`config.mk`:
```
export PLATFORM = sky130hd
export DESIGN_NAME = truth_table_sweeper
export DESIGN_NICKNAME = d
export VERILOG_FILES = /design/src/rtl/truth_table_sweeper_pkg.sv /design/src/rtl/truth_table_sweeper_timer.sv /design/src/rtl/truth_table_sweeper.sv
export SDC_FILE = /design/constraint.sdc
export NUM_CORES = 1
export LEC_CHECK = 0
export ABC_AREA = 1
export CAP_MARGIN = 0
export CORE_MARGIN = 4
export CORE_UTILIZATION = 40
export DETAILED_ROUTE_END_ITERATION = 8
export MAX_ROUTING_LAYER = met4
export SLEW_MARGIN = 0
export SYNTH_ARGS = -nofsm -noshare
export SYNTH_HDL_FRONTEND = slang
export SYNTH_SLANG_ARGS = --single-unit
export TNS_END_PERCENT = 20
```
`constraint.sdc`:
```
create_clock -name clk -period 1.95 [get_ports clk]
set_clock_uncertainty 0.2 [all_clocks]
set_input_delay 0.39 -clock clk [delete_from_list [all_inputs] [get_ports clk]]
set_output_delay 0.39 -clock clk [all_outputs]
set_load 0.02 [all_outputs]
```
`src/rtl/truth_table_sweeper_pkg.sv`:
```
// Shared types and helpers for the truth-table sweeper and anything that
// needs to agree with it on row-to-bit ordering.
package truth_table_sweeper_pkg;

    typedef enum logic [1:0] {
        IDLE,
        SETTLE,
        SAMPLE,
        DONE
    } sweep_state_e;

    // Truth-table width for a given number of DUT inputs.
    function automatic int tt_width(input int n_in);
        return 1 << n_in;
    endfunction

    // Row 0 lands in the MSB of the code, so the last row lands in bit 0.
    function automatic int row_bit_index(input int n_in, input int r);
        return tt_width(n_in) - 1 - r;
    endfunction

    function automatic int max2(input int a, input int b);
        return (a > b) ? a : b;
    endfunction

endpackage

```
`src/rtl/truth_table_sweeper_timer.sv`:
```
// Loadable down-counter shared by the settle and sample windows.
// The counter parks at zero; tc_o flags the last cycle of a window.
module truth_table_sweeper_timer #(
    parameter int W = 3
) (
    input  logic         clk,
    input  logic         rst,
    input  logic         load_i,
    input  logic [W-1:0] load_val_i,
    input  logic         en_i,
    output logic [W-1:0] cnt_o,
    output logic         tc_o
);

    logic [W-1:0] cnt_q;

    // Load has priority over counting so a window can restart on its final cycle.
    always_ff @(posedge clk) begin
        if (rst) begin
            cnt_q <= '0;
        end else if (load_i) begin
            cnt_q <= load_val_i;
        end else if (en_i && (cnt_q != '0)) begin
            cnt_q <= cnt_q - W'(1);
        end
    end

    assign cnt_o = cnt_q;
    assign tc_o  = (cnt_q == '0);

endmodule

```
`src/rtl/truth_table_sweeper.sv`:
```
// Truth-table sweeper: walks every input combination of a combinational
// gate, lets it settle, samples its output and assembles the table code.
//
//   state  | meaning
//   IDLE   | waiting for start, results held
//   SETTLE | stim driven for the current row, output not yet trusted
//   SAMPLE | dut_out captured each cycle, first sample -> tt, changes -> unstable
//   DONE   | one-cycle done pulse, match resolved
module truth_table_sweeper
    import truth_table_sweeper_pkg::*;
#(
    parameter int N_IN          = 3,
    parameter int SETTLE_CYCLES = 4,
    parameter int SAMPLE_CYCLES = 2,
    localparam int TT_W         = 1 << N_IN
) (
    input  logic            clk,
    input  logic            rst,
    input  logic            start,
    input  logic [TT_W-1:0] exp_tt,
    input  logic            dut_out,
    output logic [N_IN-1:0] stim,
    output logic            busy,
    output logic            done,
    output logic [TT_W-1:0] tt,
    output logic [TT_W-1:0] unstable,
    output logic            match
);

    localparam int TMR_W = $clog2(max2(SETTLE_CYCLES, SAMPLE_CYCLES) + 1);
    localparam logic [TMR_W-1:0] SETTLE_LD = TMR_W'(SETTLE_CYCLES - 1);
    localparam logic [TMR_W-1:0] SAMPLE_LD = TMR_W'(SAMPLE_CYCLES - 1);
    localparam logic [N_IN-1:0]  ROW_LAST  = N_IN'(TT_W - 1);

    sweep_state_e    state_q, state_d;
    logic [N_IN-1:0] row_q, row_d;
    logic [TT_W-1:0] exp_q, exp_d;
    logic [TT_W-1:0] tt_q, tt_d;
    logic [TT_W-1:0] unst_q, unst_d;
    logic            match_q, match_d;

    logic             tmr_load;
    logic [TMR_W-1:0] tmr_ld_val;
    logic             tmr_en;
    logic [TMR_W-1:0] tmr_cnt;
    logic             tmr_tc;

    logic [N_IN-1:0] bit_idx;
    logic            done_match;

    assign bit_idx    = N_IN'(row_bit_index(N_IN, int'(row_q)));
    assign done_match = (tt_q == exp_q) && (unst_q == '0);

    truth_table_sweeper_timer #(
        .W (TMR_W)
    ) u_sweep_timer (
        .clk        (clk),
        .rst        (rst),
        .load_i     (tmr_load),
        .load_val_i (tmr_ld_val),
        .en_i       (tmr_en),
        .cnt_o      (tmr_cnt),
        .tc_o       (tmr_tc)
    );

    // State and result registers; reset wipes any partial sweep.
    always_ff @(posedge clk) begin
        if (rst) begin
            state_q <= IDLE;
            row_q   <= '0;
            exp_q   <= '0;
            tt_q    <= '0;
            unst_q  <= '0;
            match_q <= 1'b0;
        end else begin
            state_q <= state_d;
            row_q   <= row_d;
            exp_q   <= exp_d;
            tt_q    <= tt_d;
            unst_q  <= unst_d;
            match_q <= match_d;
        end
    end

    // Sequencing, per-row sampling and timer reloads on every state change.
    always_comb begin
        state_d    = state_q;
        row_d      = row_q;
        exp_d      = exp_q;
        tt_d       = tt_q;
        unst_d     = unst_q;
        match_d    = match_q;
        tmr_load   = 1'b0;
        tmr_ld_val = '0;

        case (state_q)
            IDLE: begin
                if (start) begin
                    exp_d      = exp_tt;
                    tt_d       = '0;
                    unst_d     = '0;
                    match_d    = 1'b0;
                    row_d      = '0;
                    tmr_load   = 1'b1;
                    tmr_ld_val = SETTLE_LD;
                    state_d    = SETTLE;
                end
            end
            SETTLE: begin
                if (tmr_tc) begin
                    tmr_load   = 1'b1;
                    tmr_ld_val = SAMPLE_LD;
                    state_d    = SAMPLE;
                end
            end
            SAMPLE: begin
                if (tmr_cnt == SAMPLE_LD) begin
                    tt_d[bit_idx] = dut_out;
                end else if (dut_out != tt_q[bit_idx]) begin
                    unst_d[bit_idx] = 1'b1;
                end
                if (tmr_tc) begin
                    tmr_load = 1'b1;
                    if (row_q == ROW_LAST) begin
                        tmr_ld_val = '0;
                        state_d    = DONE;
                    end else begin
                        row_d      = row_q + N_IN'(1);
                        tmr_ld_val = SETTLE_LD;
                        state_d    = SETTLE;
                    end
                end
            end
            DONE: begin
                match_d    = done_match;
                tmr_load   = 1'b1;
                tmr_ld_val = '0;
                state_d    = IDLE;
            end
            default: begin
                state_d = IDLE;
            end
        endcase
    end

    assign busy     = (state_q == SETTLE) || (state_q == SAMPLE);
    assign done     = (state_q == DONE);
    assign tmr_en   = busy;
    assign stim     = busy ? row_q : '0;
    assign tt       = tt_q;
    assign unstable = unst_q;
    // match is already valid during the done pulse, then held from the register.
    assign match    = done ? done_match : match_q;

endmodule
```
==> flow_metrics.py, run 1 <==
metrics = {
    "status": {
        "status": "finished, violations left",
        "violations": "negative setup slack",
    },
    "sta": {
        "postLayoutSetupSlackWorst_ps": -96.69,
        "hold_viol_final": 0,
        "fin_crit_sh": 1.050,
        "worst_pin_slew_ps": 290.7,
        "fin_crit_ps": 2047,
        "slew_headroom": 0.8062,
        "tns_ps": -96.69,
        "slew_violations": 0,
        "rsz0062_at_grt": "true",
        "setup_viol": 1,
        "fmax_mhz": 488.6,
    },
    "clock_network": {
        "cts_setup_buffers": 0,
        "cts.hold.buffers_added": 0,
        "clkSinkCount": 33,
        "clkLatencyLatePin_ps": 290,
        "cts_made_buffers": 5,
        "clk_pin_slew_worst_paths_ps": 70,
        "cts_tree": "done",
        "htreeDepth": 2,
        "clock-root-buffer": "clkbuf_8",
        "cts_buffer_depth": 2,
    },
    "global_routing": {
        "first_global_vias": 1820,
        "grt.total_usage": 0.1795,
        "grt_max_degree": 15,
        "antenna_found_initial": 0,
        "grt_overflow": 0,
        "grt_pass1_wl_um": 8431,
    },
    "layout": {
        "final_util": 0.5990,
        "nNetsFinal": 351,
        "final_cell_mix": "buf_4, inv_1, nand2_1, nor2_1, dfxtp_1",
        "final_cell_area_um2": 2680,
        "drive_gt1_frac": 0.2991,
        "num_antenna_cells": 0,
        "final_common_cell": "buf_4",
        "synthToLayoutAreaGrowth_pct": 40.46,
    },
    "setup_path": {
        "crit-reg2reg-launch": "state_q[0]",
        "worstSetupPathType": "flip-flop to output pin",
        "path_max_fanout": 2,
        "r2r_end": "row_q[0]",
        "end_kind": "output pin",
        "required_ps": 1360,
        "r2r_cells": 9,
        "worstPathArrival_ps": 1460,
        "start_kind": "flip-flop",
        "r2r_slack_ps": 80,
    },
    "floorplan": {
        "core_region_area_um2": 4474,
        "fp.dieH_um": 77.07,
        "fp.dieArea_um2": 5939,
        "ioPinCount": 34,
        "die_w_um": 77.07,
        "fp-row-count": 24,
        "start_util": 0.4265,
    },
    "logic_synthesis": {
        "avgSynthCellArea_um2": 7.367,
        "yosys.area.top_type": "dfxtp_1",
        "synth_cell_types": 37,
        "ys_top_cells_by_area": "dfxtp_1, inv_1, nand2_1, nor2_1, ha_1",
        "syn-cell-area_um2": 1908,
        "syn_inst": 259,
        "ys_seq_area_frac": 0.3462,
        "synthFlopType": "dfxtp_1",
        "synth_edf_count": 0,
        "syn_nets": 280,
        "synth_warnings": 0,
        "async_flop_share": 0,
        "yosys.area.top_type_share": 0.3462,
        "synth-seq-cells": 33,
    },
    "worst_hold_path": {
        "min_path_cells": 2,
        "min_from": "exp_q[2]",
        "worstHoldPathType": "flip-flop to flip-flop",
        "min_to": "exp_q[2]",
    },
    "routing": {
        "routedWlPerCell_um": 12.99,
        "drtIter0Drc": 105,
        "routed_wl_um": 4975,
        "first_pass_iters": 4,
        "postRouteAntennaNets": 0,
        "vias": 1905,
        "drcViolationCount": 0,
        "routed_via_density": 4.974,
    },
    "power": {
        "peakVddDrop_v": 0.0008214,
        "power_leakage_nw": 1.231,
        "p_per_area_nw_per_um2": 1424,
    },
    "placement": {
        "gp_congestion": 0.8479,
        "place.port_buffers": 33,
        "dpl_cell_area_um2": 2532,
        "hpwl_um": 3874,
        "place_ws_ps": -280.4,
    },
    "job": {
        "maxCapViolations": 0,
    },
}
==> layout make-up <==
| cell class | instances | area [um^2] |
|---|---|---|
| clock buffers | 6 | 72.57 |
| clock inverters | 2 | 10.01 |
| fillers | 427 | 1794 |
| inverters | 45 | 171.4 |
| multi-input cells | 175 | 1094 |
| flip-flops and latches | 33 | 664.4 |
| well taps | 52 | 65.06 |
| repair buffers | 70 | 603.1 |
==> routing by layer <==
metal / wire (um) / global-route usage / vias to the layer above
li1: - / - / 981
met5: 0 / - / -
met2: 2359 / 0.3049 / 43
met3: 239 / 0.04098 / 11
met1: 2306 / 0.2142 / 870
met4: 70 / 0.04804 / 0
==> worst max path at each step <==
stage                     start    end  cells past startpoint
detailed placement  unstable[5]  match                      7
finish              unstable[0]  match                      7
floorplan            state_q[0]  match                      7
CTS                 unstable[5]  match                      7
global placement    unstable[5]  match                      7
global route        unstable[0]  match                      7
==> synth_stat cells (2+ instances only) <==
library cell	instances
o21ai_1	4
o21ai_0	15
nor3_1	2
nor2_1	35
nor2_4	4
nand3_1	12
nor2_2	3
inv_1	40
ha_1	9
a211oi_1	9
nand2_4	2
dfxtp_1	33
nand2_2	3
inv_2	5
buf_6	3
nand2_1	39
a211oi_2	2
a21oi_1	18
nand3_2	3
==> power by group <==
group	switching [W]	internal, W
Clock	0.000261	0.000247
Sequential	0.000127	0.000850
Combinational	0.00137	0.000961
==> registers in the layout, indices dropped and copies added (netlist names) <==
register	cells
exp_q	8
tt	8
unstable	8
row_q	3
u_sweep_timer.cnt_o	3
state_q	2
match_q	1
==> what timing repair did <==
action,CTS,global route
endpoints found under the setup margin,12,29
endpoints found under the hold margin,0,0
resized for setup,34,26
pin swaps,0,7
==> metrics by stage <==
| step | hold WS, ps | instances | power, W |
|---|---|---|---|
| after floorplan | 243.7 | 259 | 0.002469 |
| after global placement | 270.0 | 375 | 0.003191 |
| after detailed placement | 270.9 | 375 | 0.003222 |
| after CTS | 283.9 | 383 | 0.003756 |
| after global routing | 309.2 | 383 | 0.004132 |
| final | 280.9 | 383 | 0.003817 |
==> worst max-delay path, stage by stage, from the launching register on <==
cell	delay [ps]
dfxtp_2	340
nor4_2	270
buf_4	160
nand3_2	50
nor2_1	80
nand2_1	70
nand2_1	90
buf_6	120
==> logic make-up after synthesis <==
logic type | count (synthesis) | share of synthesized area
AOI/OAI and AO/OA | 56 | 0.1889
buffers and inverters | 51 | 0.1141
DFF | 33 | 0.3462
xor gates and xnor gates | 2 | 0.009182
and+or+nand+nor | 108 | 0.2826
adders and majority gates | 9 | 0.05902
(Power assumes the default switching activity.)
==> inputs of run 2 (changes only) <==
--- a/config.mk
+++ b/config.mk
@@ -5,11 +5,12 @@
 export SDC_FILE = /design/constraint.sdc
 export NUM_CORES = 1
 export LEC_CHECK = 0
-export ABC_AREA = 1
+export ABC_AREA = 0
 export CAP_MARGIN = 0
 export CORE_MARGIN = 4
 export CORE_UTILIZATION = 40
 export DETAILED_ROUTE_END_ITERATION = 8
+export GPL_TIMING_DRIVEN = 0
 export MAX_ROUTING_LAYER = met4
 export SLEW_MARGIN = 0
 export SYNTH_ARGS = -nofsm -noshare
==> flow_metrics.py, run 2 <==
metrics = {
    "setup_path": {
        "worstPathCellList": "ha_4, nor3b_2, nand4_1, o22ai_2, buf_6",
        "r2r_slack_ps": -50,
        "crit-reg2reg-launch": "row_q[1]",
        "max_stage_delay_ps": 380,
        "path_max_fanout": 3,
        "end_kind": "output pin",
        "worstPathArrival_ps": 1480,
        "required_ps": 1360,
        "cp-startpoint": "state_q[0]",
        "r2r_cells": 6,
        "worstSetupPathType": "flip-flop to output pin",
        "start_kind": "flip-flop",
        "critPathSlowestCell": "dfxtp_4",
        "r2r_end": "row_q[2]",
    },
    "layout": {
        "final_util": 0.6221,
        "synthToLayoutAreaGrowth_pct": 49.83,
        "nNetsFinal": 283,
        "final_common_cell": "dfxtp_1",
        "final_cell_mix": "dfxtp_1, nor2_1, nand2_1, clkdlybuf4s50_1, a21oi_1",
        "drive_gt1_frac": 0.2928,
        "num_antenna_cells": 0,
        "fin_cells": 315,
    },
    "power": {
        "peakVddDrop_v": 0.0004722,
        "power_leakage_nw": 1.070,
        "p_per_area_nw_per_um2": 1013,
        "finalPower_w": 0.002764,
    },
    "sta": {
        "rsz0062_at_grt": "true",
        "hold_viol_final": 0,
        "setup_viol": 3,
        "fin_crit_sh": 1.060,
        "slew_headroom": 0.6841,
        "fmax_mhz": 483.8,
        "worst_pin_slew_ps": 473.9,
        "slew_violations": 0,
        "postLayoutSetupSlackWorst_ps": -117.1,
        "fin_crit_ps": 2067,
    },
    "global_routing": {
        "first_global_vias": 1646,
        "antenna_found_initial": 0,
        "grt-busiest-layer": "met2",
        "met2_usage": 0.2848,
        "grt_pass1_wl_um": 7748,
        "use_met3": 0.04881,
        "grt.total_usage": 0.1852,
        "grt_overflow": 0,
        "met1_usage": 0.2354,
        "grt_max_degree": 11,
    },
    "logic_synthesis": {
        "ys_top_cells_by_area": "dfxtp_1, ha_1, nor2_1, a21oi_1, mux2i_1",
        "async_flop_share": 0,
        "avgSynthCellArea_um2": 8.711,
        "ys_seq_area_frac": 0.3629,
        "synthFlopType": "dfxtp_1",
        "synth_commonest_cells": "dfxtp_1, nor2_1, nand2_1",
        "syn-cell-area_um2": 1820,
        "synth_cell_types": 39,
        "syn_inst": 209,
        "synth_warnings": 0,
        "synth-seq-cells": 33,
        "synth_edf_count": 0,
        "yosys.area.top_type": "dfxtp_1",
        "syn_nets": 230,
        "yosys.area.top_type_share": 0.3629,
        "yosys.cell_count.top_type": "dfxtp_1",
    },
    "routing": {
        "routedWlPerCell_um": 14.80,
        "vias": 1657,
        "postRouteAntennaNets": 0,
        "drtIter0Drc": 87,
        "routed_wl_um": 4663,
        "drcViolationCount": 0,
        "routed_via_density": 5.260,
        "first_pass_iters": 4,
    },
    "worst_hold_path": {
        "min_to": "exp_q[5]",
        "min_path_cells": 2,
        "min_from": "exp_q[5]",
        "worstHoldPathType": "flip-flop to flip-flop",
    },
    "floorplan": {
        "ioPinCount": 34,
        "die_w_um": 75.46,
        "core_region_area_um2": 4384,
        "fp-row-count": 24,
        "fp.dieArea_um2": 5694,
        "fp.dieH_um": 75.46,
        "start_util": 0.4152,
    },
    "clock_network": {
        "cts_tree": "done",
        "clkLatencyLatePin_ps": 290,
        "cts_buffer_depth": 2,
        "cts.hold.buffers_added": 0,
        "htreeDepth": 2,
        "clkSinkCount": 33,
        "clk_pin_slew_worst_paths_ps": 70,
        "cts_made_buffers": 5,
        "clock-root-buffer": "clkbuf_8",
    },
    "job": {
        "maxCapViolations": 0,
    },
    "status": {
        "status": "finished, violations left",
        "violations": "negative setup slack",
    },
    "placement": {
        "hpwl_um": 3151,
        "dp_cells": 293,
        "place.port_buffers": 32,
        "gp_congestion": 0.7845,
    },
}
==> run 2: cell type report <==
class / count / area (um^2)
buffer: 11 / 100.1
timing repair buffer: 47 / 459.2
inverter: 8 / 32.53
clock buffer: 7 / 76.32
sequential: 33 / 676.9
tap: 52 / 65.06
fill: 394 / 1657
clock inverter: 1 / 7.507
multi-input combinational: 156 / 1310
==> run 2: logic make-up after synthesis <==
| family | after synthesis | synth area share |
|---|---|---|
| AO/OA/AOI/OAI | 44 | 0.1711 |
| XOR/XNOR | 9 | 0.04742 |
| adder cells (fa/ha/maj) | 9 | 0.06186 |
| buffers and inverters | 20 | 0.05498 |
| flip-flops | 33 | 0.3629 |
| multiplexers | 12 | 0.08591 |
| AND/OR/NAND/NOR | 82 | 0.2158 |
==> run 2: worst max path at each step <==
| stage | end | cells past startpoint |
|---|---|---|
| 2_1_floorplan | tt[6] | 7 |
| 3_3_place_gp | match | 5 |
| 3_5_place_dp | match | 5 |
| 4_1_cts | match | 5 |
| 5_1_grt | match | 5 |
| 6_report | match | 5 |
==> run 2: metal layers <==
layer  share of wire  vias to the layer above
met5               0                        -
met4           0.014                        0
met3           0.049                        7
met2            0.47                       37
met1            0.47                      767
li1                -                      846
==> run 2: power by group <==
group | switching (W) | internal, W
Sequential | 0.0000637 | 0.000756
Combinational | 0.000781 | 0.000653
Clock | 0.000257 | 0.000253
Total | 0.00110 | 0.00166
==> run 2: worst max-delay path, delay by kind of cell, from the launching register on <==
family | cells | cell delay, ps
AOI/OAI and AO/OA | 1 | 190
adders and majority gates | 1 | 150
and+or+nand+nor | 2 | 320
DFF | 1 | 380
buffers and inverters | 1 | 140
==> run 2: repair_timing <==
action	in CTS	in global routing
pin swaps	12	6
buffers inserted	8	7
endpoints found under the setup margin	29	32
gates resized for setup	78	17
==> run 2: metrics by stage <==
step	hold slack (ps)	worst slack (ps)	area, um^2	setup TNS [ps]
3_3_place_gp	258.2	-585.5	2227	-7829
4_1_cts	272.1	-127.6	2650	-1084
3_5_place_dp	262.3	-546.6	2227	-7443
5_1_grt	291.3	-198.5	2728	-1028
6_report	269.4	-117.1	2728	-207.7
2_1_floorplan	247.0	-50.78	1842	-795.3
